--- config.mk ---
export PLATFORM = sky130hd
export DESIGN_NAME = ex_wb_stage
export DESIGN_NICKNAME = d
export VERILOG_FILES = /design/src/rtl/core_pkg.sv /design/src/rtl/regfile_8x8.sv /design/src/rtl/ex_wb_stage.sv
export SDC_FILE = /design/constraint.sdc
export NUM_CORES = 1
export LEC_CHECK = 0
export CAP_MARGIN = 20
export CORE_ASPECT_RATIO = 0.6
export CORE_MARGIN = 2
export CORE_UTILIZATION = 50
export DETAILED_ROUTE_END_ITERATION = 12
export GPL_TIMING_DRIVEN = 0
export PLACE_DENSITY_LB_ADDON = 0.25
export SLEW_MARGIN = 20
export SYNTH_ARGS = -nofsm -noshare
export SYNTH_HDL_FRONTEND = slang
export SYNTH_SLANG_ARGS = --single-unit
--- constraint.sdc ---
create_clock -name clk -period 2.2 [get_ports clk]
set_clock_uncertainty 0.15 [all_clocks]
set_input_delay 0.22 -clock clk [delete_from_list [all_inputs] [get_ports clk]]
set_output_delay 0.22 -clock clk [all_outputs]
set_load 0.005 [all_outputs]
--- src/rtl/core_pkg.sv ---
// Shared widths, opcode encodings and the register-writing predicate
// used across the writeback slice of the 8-bit core.
package core_pkg;
  localparam int DATA_W = 8;
  localparam int REG_AW = 3;
  localparam int OPC_W  = 2;
  localparam int NREGS  = 2 ** REG_AW;

  localparam logic [OPC_W-1:0] OP_LDI = 2'b00;
  localparam logic [OPC_W-1:0] OP_ALU = 2'b01;
  localparam logic [OPC_W-1:0] OP_STR = 2'b10;
  localparam logic [OPC_W-1:0] OP_NOP = 2'b11;

  function automatic logic writes_reg(input logic [OPC_W-1:0] op);
    return (op == OP_LDI) || (op == OP_ALU);
  endfunction
endpackage

--- src/rtl/regfile_8x8.sv ---
// Architectural register file: one synchronous write port, two
// asynchronous read ports, synchronous active-low clear of every entry.
module regfile_8x8
  import core_pkg::*;
(
  input  logic              clk,
  input  logic              rst_n,
  input  logic              we,
  input  logic [REG_AW-1:0] waddr,
  input  logic [DATA_W-1:0] wdata,
  input  logic [REG_AW-1:0] raddr_a,
  input  logic [REG_AW-1:0] raddr_b,
  output logic [DATA_W-1:0] rdata_a,
  output logic [DATA_W-1:0] rdata_b
);
  logic [DATA_W-1:0] regs_q [NREGS];
  logic [DATA_W-1:0] regs_d [NREGS];

  always_comb begin
    regs_d = regs_q;
    if (we) regs_d[waddr] = wdata;
  end

  // Clear wins over a pending write so the file is all-zero after reset.
  always_ff @(posedge clk) begin
    if (!rst_n) regs_q <= '{default: '0};
    else        regs_q <= regs_d;
  end

  assign rdata_a = regs_q[raddr_a];
  assign rdata_b = regs_q[raddr_b];
endmodule

--- src/rtl/ex_wb_stage.sv ---
// EX->WB pipeline register, writeback value select and register file
// with write-through bypass on both decode read ports.
module ex_wb_stage
  import core_pkg::*;
(
  input  logic              clk,
  input  logic              rst_n,
  input  logic              ex_valid,
  input  logic [OPC_W-1:0]  ex_opcode,
  input  logic [REG_AW-1:0] ex_rd,
  input  logic [DATA_W-1:0] ex_result,
  input  logic [DATA_W-1:0] ex_immval,
  input  logic              stall,
  input  logic              flush,
  input  logic [REG_AW-1:0] rs_a,
  input  logic [REG_AW-1:0] rs_b,
  output logic [DATA_W-1:0] rd_a_data,
  output logic [DATA_W-1:0] rd_b_data,
  output logic              wb_valid,
  output logic              wb_we,
  output logic [REG_AW-1:0] wb_rd,
  output logic [DATA_W-1:0] wb_data
);
  logic              wb_valid_q, wb_valid_d;
  logic [OPC_W-1:0]  wb_op_q,    wb_op_d;
  logic [REG_AW-1:0] wb_rd_q,    wb_rd_d;
  logic [DATA_W-1:0] wb_data_q,  wb_data_d;
  logic [DATA_W-1:0] rf_a_data, rf_b_data;

  // Flush only kills the valid bit; the stale fields are harmless once invalid.
  always_comb begin
    wb_valid_d = wb_valid_q;
    wb_op_d    = wb_op_q;
    wb_rd_d    = wb_rd_q;
    wb_data_d  = wb_data_q;
    if (flush) begin
      wb_valid_d = 1'b0;
    end else if (!stall) begin
      wb_valid_d = ex_valid;
      wb_op_d    = ex_opcode;
      wb_rd_d    = ex_rd;
      case (ex_opcode)
        OP_LDI:  wb_data_d = ex_immval;
        OP_ALU:  wb_data_d = ex_result;
        default: wb_data_d = '0;
      endcase
    end
  end

  always_ff @(posedge clk) begin
    if (!rst_n) begin
      wb_valid_q <= 1'b0;
      wb_op_q    <= OP_NOP;
      wb_rd_q    <= '0;
      wb_data_q  <= '0;
    end else begin
      wb_valid_q <= wb_valid_d;
      wb_op_q    <= wb_op_d;
      wb_rd_q    <= wb_rd_d;
      wb_data_q  <= wb_data_d;
    end
  end

  assign wb_valid = wb_valid_q;
  assign wb_we    = wb_valid_q & writes_reg(wb_op_q);
  assign wb_rd    = wb_rd_q;
  assign wb_data  = wb_data_q;

  // The WB entry commits on the next edge, including edges where it is stalled or flushed.
  regfile_8x8 u_regfile (
    .clk     (clk),
    .rst_n   (rst_n),
    .we      (wb_we),
    .waddr   (wb_rd_q),
    .wdata   (wb_data_q),
    .raddr_a (rs_a),
    .raddr_b (rs_b),
    .rdata_a (rf_a_data),
    .rdata_b (rf_b_data)
  );

  assign rd_a_data = (wb_we && (wb_rd_q == rs_a)) ? wb_data_q : rf_a_data;
  assign rd_b_data = (wb_we && (wb_rd_q == rs_b)) ? wb_data_q : rf_b_data;
endmodule
==> impl_metrics.ini <==
[power]
power_density_nw_per_um2 = 576
leakagePower_nw = 1.94
ir_worst_vdd_mv = 0.409

[place]
place_congestion = 0.921
placement.io_buffers = 52
dp_hpwl_mm = 10.4
dp_slack_ns = -0.709
dp_cells = 614

[global_routing]
track_usage_pct = 30.2
gr-total-overflow = 0
first_global_vias = 4012
antenna_found_initial = 0
grt_max_degree = 13
grt_pass1_wl_mm = 22.5

[worst_setup_path]
critical_path.max_fanout = 3
required_ns = 1.83
critPathKind = register to primary output
cpMostUsedCell = mux2_4
cp_cell_sequence = mux4_2 > mux2_4 > mux2_4 > buf_6
cpPeakStageDelay_ns = 0.50
cp-start-kind = register
crit_buf_inv = 1
cpMaxStageDelayCell = mux4_2
crit_family = multiplexers
critPathCaptureType = primary output
arrival_ns = 1.83
regToRegSetupSlack_ns = 0.02

[clocking]
cts_tree = yes
clockBufferDepth = 2
cts_made_buffers = 9
root_buffer = clkbuf_16
h-tree-depth = 3
clk_pin_slew_ns = 0.06
hold_buffers = 0
clock_latency_ns = 0.34
cts_sinks = 77

[run]
cap_violations = 0

[synthesis]
ys_seq_area_share_pct = 33.7
synthesis.area_sq_um = 4580
ys_warn_count = 0
synth_nets = 482
syn_inst = 450
ys_ff_latch = 77
synth_cell_types = 28
avgSynthCellArea_sq_um = 10.2
synthTopCellsByArea = dfxtp_1 (34%), mux4_1 (16%), a21boi_0 (10%), mux2_2 (8.9%), o21ai_0 (7.1%)
synth_area_leader_cell = dfxtp_1
synth_top_cell_area_share_pct = 33.7

[floorplanning]
floorplan.initialDensity_pct = 52.7
core-area_sq_um = 8690
die_w_um = 128
dieArea_sq_um = 9960
fp-row-count = 26
ios = 61
die_y_um = 78.1

[layout]
multi_input_area_sq_um = 2760
seq_area_sq_um = 1580
n_fill_cell = 712
stdcell_count = 632
fin_nets = 547
syn2layout_area_growth_pct = 22.5
drive_gt1_share_pct = 30.0
n_antenna_cell = 0

[route]
drcViolationCount = 0
vias = 4155
wl_mm = 14.9
wl_per_cell_um = 23.6
ant_nets = 0
drt_iter0_drc = 596
routed_via_density = 6.57
first_pass_iters = 5

[timing]
finalCritPeriodShare_pct = 100
fmax_mhz = 454
setup_viol = 2
finalMaxSlewViolations = 0
fin_tns_setup_ns = -0.00107
max-slew-margin-rel_pct = 32.2
rsz0062_at_grt = yes
post-route-min-period_ns = 2.20
final_hold_viol_count = 0
fin_ws_ns = -0.000539
holdWs_ns = 0.145
worst_slew_pin_slew_ns = 1.01

[worst_hold_path]
hold_class = primary input to register

[status]
status = finished with violations
violations = negative setup slack
what timing repair did:
action,4_1_cts,5_1_grt
pin swaps,2,0
gates resized for setup,120,49
setup buffers,2,1
setup endpoints to repair,18,41
stage by stage:
stage | utilization [%] | total power, mW | instance area [sq um]
2_1_floorplan | - | 1.62 | 4580
3_3_place_gp | 60.3 | 1.74 | 5240
3_5_place_dp | 60.3 | 1.74 | 5240
4_1_cts | 62.9 | 3.22 | 5460
5_1_grt | 64.5 | 3.29 | 5610
6_report | 64.5 | 3.23 | 5610
where the power goes:
| group | switching, mW | total, mW | internal, mW |
|---|---|---|---|
| clock | 0.585 | 1.49 | 0.906 |
| combinational | 0.174 | 0.324 | 0.150 |
| sequential | 0.00995 | 1.41 | 1.40 |
final timing paths:
path,start,endpoint,depth (start not counted)
setup / recovery,u_regfile.regs_q[2],rd_a_data[2],4
hold / removal,rst_n,u_regfile.regs_q[0],2
setup reg to reg,wb_rd[1],u_regfile.regs_q[32],6
hold reg to reg,u_regfile.regs_q[40],u_regfile.regs_q[40],2
synth_stat cells:
library cell / n
a21boi_0: 61
a21boi_1: 6
a22oi_1: 8
and2_1: 1
and3b_1: 1
buf_2: 11
buf_6: 4
buf_8: 2
clkbuf_1: 39
dfxtp_1: 77
mux2_2: 36
mux2_4: 4
mux2i_1: 1
mux4_1: 28
mux4_2: 4
nand2_1: 7
nand2b_1: 2
nand3_1: 64
nand3b_1: 1
nand4_1: 2
nor2_1: 3
nor2b_1: 11
nor3_1: 1
nor3b_1: 2
o21ai_0: 65
or2_2: 2
or3b_2: 1
xnor2_1: 6
registers in the layout, summed over array words and instances (netlist names):
register / count
u_regfile.regs_q: 64
wb_data: 8
wb_rd: 3
wb_op_q: 1
wb_valid: 1
worst register-to-register path: cells and delay by family (launching register included):
| kind | cells | cell delay (ns) |
|---|---|---|
| buffers and inverters | 3 | 1.11 |
| flip-flops | 1 | 0.35 |
| AND/OR/NAND/NOR | 2 | 0.29 |
| AO/OA/AOI/OAI | 1 | 0.21 |
layer usage:
metal	part of all wire, %	up-vias	GRT usage (%)	wire length, um
met5	0	-	0	0
met4	2.1	0	10.8	311
met3	11	30	6.82	1700
met2	43	268	43.0	6350
met1	44	2052	44.9	6530
li1	-	1805	-	-
layout by cell type, fill, tap and decap left out, drive strengths merged, types with 3 or more instances in the layout:
| cell type | count |
|---|---|
| mux2 | 40 |
| clkdlybuf4s50 | 36 |
| mux4 | 32 |
| a21boi | 67 |
| nand2 | 7 |
| a22oi | 8 |
| clkbuf | 52 |
| nor2b | 11 |
| nor2 | 3 |
| buf | 34 |
| xnor2 | 6 |
| dfxtp | 77 |
| o21ai | 65 |
| nand3 | 64 |
area by class of cell:
type	instances	share of cell area (%)
Buffer	55	5.24
Clock buffer	12	4.40
Clock inverter	4	0.848
Multi-Input combinational cell	317	49.3
Sequential cell	77	28.2
Tap cell	112	2.50
Timing Repair Buffer	55	9.55
logic make-up (layout without fill, tap and decap cells):
kind of cell	Yosys count	in the layout	share of synthesized area, %
AND/OR/NAND/NOR	98	98	11.3
multiplexers	73	73	28.4
XOR/XNOR	6	6	1.15
buffers and inverters	56	126	6.04
flip-flops	77	77	33.7
AO/OA/AOI/OAI	140	140	19.4
(Power assumes the default switching activity.)
==> variant (same flow settings) <==
Make the reset (`rst_n`) asynchronous in 2 clocked blocks.
--- a/src/rtl/regfile_8x8.sv
+++ b/src/rtl/regfile_8x8.sv
@@ -24,3 +24,3 @@
   // Clear wins over a pending write so the file is all-zero after reset.
-  always_ff @(posedge clk) begin
+  always_ff @(posedge clk or negedge rst_n) begin
     if (!rst_n) regs_q <= '{default: '0};
--- a/src/rtl/ex_wb_stage.sv
+++ b/src/rtl/ex_wb_stage.sv
@@ -49,3 +49,3 @@
 
-  always_ff @(posedge clk) begin
+  always_ff @(posedge clk or negedge rst_n) begin
     if (!rst_n) begin
Formal check against the unedited RTL: differs if rst_n is asserted again (counterexample within 4 cycles, from zero or initial values and one cycle with rst_n low); with rst_n held inactive, the same outputs for 4 cycles.
==> variant against the original RTL <==
  * The run still ends with setup timing left
  * Wire length down 21%
  * Sequential share of layout area up 5.6 points
  * Worst setup slack worse by 210 ps
  * Core utilization up 2.2 points
  * Synthesized area down 3.5%
  * Final area up 1.9%
  * Die area down 3.3%
  * Sequential cell count unchanged
Power is not compared: it rests on default switching activity, and its combinational part moved more than twofold at a synthesized area within 25%.
==> variant: results (changes against the original RTL) <==
* FF+latch area at 1930 um2 (was 1580 um2)
* Synthesized Nets at 325 (was 482)
* Crit path DAT at 2040 ps (was 1830 ps)
* Final setup violation count at 16 (was 2)
* Met2 Track Usage GR at 38.8% (was 43.0%)
* Post-Place Worst Slack at -755 ps (was -709 ps)
* Multiplexer share of the synthesized area at 46.1% (was 28.4%)
* Vias at 3030 (was 4155)
* Gpl congestion at 0.790 (was 0.921)
* DP Wirelength at 7.56 mm (was 10.4 mm)
* Placed cells at 459 (was 614)
* Seq/Total Area, Yosys at 43.7% (was 33.7%)
* Yosys cell types at 23 (was 28)
* Multi-input gate share of the layout cell area at 40.9% (was 49.3%)
* Global Route met3 Usage at 7.12% (was 6.82%)
* Post-synth ARST share at 100% (was 0%)
* GRT Overall Usage at 25.5% (was 30.2%)
* Failing checks: setup timing (unchanged)
* Slew Limit Headroom at 56.0% (was 32.2%)
* Aggregate routed wire length at 11.8 mm (was 14.9 mm)
* Fillers at 618 (was 712)
* Port-buffer cells at 53 (was 52)
* Initial DRT Pass Iterations at 4 (was 5)
* Synth top area cells: dfrtp_1, mux2_2, mux4_1 (was dfxtp_1, mux4_1, a21boi_0)
* Status: finished with violations (unchanged)
* Final worst slack at -210 ps (was -0.539 ps)
* Multi-In Gates at 190 (was 317)
* Initial drt markers at 202 (was 596)
## variant: cell count changes in the layout (fill, tap and decap cells not counted), moves of 48 or more
cell / unedited run / this run
o21ai_0: 65 / 8
nand3_1: 64 / 1
mux2_2: 11 / 65
dfxtp_1: 48 / 0
a21boi_0: 61 / 0
dfrtp_1: 0 / 73
## variant: routing by layer
layer | part of all wire (%) | wire length (um)
met3 | 6.5 | 769
met2 | 46 | 5450
met4 | 1.2 | 144
met1 | 46 | 5440
met5 | 0 | 0
## variant: through the flow
stage / instance area (um2) / hold WS, ps / TNS, ps
6_report: 5710 / 268 / -1720
5_1_grt: 5710 / 282 / -2790
4_1_cts: 5530 / 254 / -1660
3_5_place_dp: 5100 / 104 / -12640
3_3_place_gp: 5090 / 315 / -157690
2_1_floorplan: 4420 / -226 / 0
## variant: critical path, cell delays in order, from the launching register on
cell	delay, ps
dfrtp_1	410
buf_6	130
mux4_2	480
mux2_4	300
mux2_4	260
buf_6	110
## variant: final timing paths
path / end / depth (start not counted) / slack, ps / start
worst max-delay path: rd_b_data[7] / 5 / -210 / u_regfile.regs_q[39]
max in group asynchronous: u_regfile.regs_q[57] / 3 / 1030 / rst_n
worst max register to register: u_regfile.regs_q[36] / 3 / 170 / wb_rd[0]
worst min register to register: wb_op_q[1] / 2 / 350 / wb_op_q[1]
min in group asynchronous: u_regfile.regs_q[14] / 2 / 280 / rst_n
worst min-delay path: wb_rd[2] / 3 / 270 / ex_rd[2]
## variant: what timing repair did
action                                  in CTS  in global routing
endpoints found under the setup margin      56                 57
hold endpoints to repair                    40                  0
setup buffers                               23                  9
hold buffers                                 1                  0
pin swaps                                    2                  2
gates resized for setup                    130                 27
## variant: report_power, final
group	switching, mW	total (mW)	internal [mW]
logic	0.443	1.34	0.900
registers	0.221	1.89	1.67
clock network	0.559	1.50	0.943
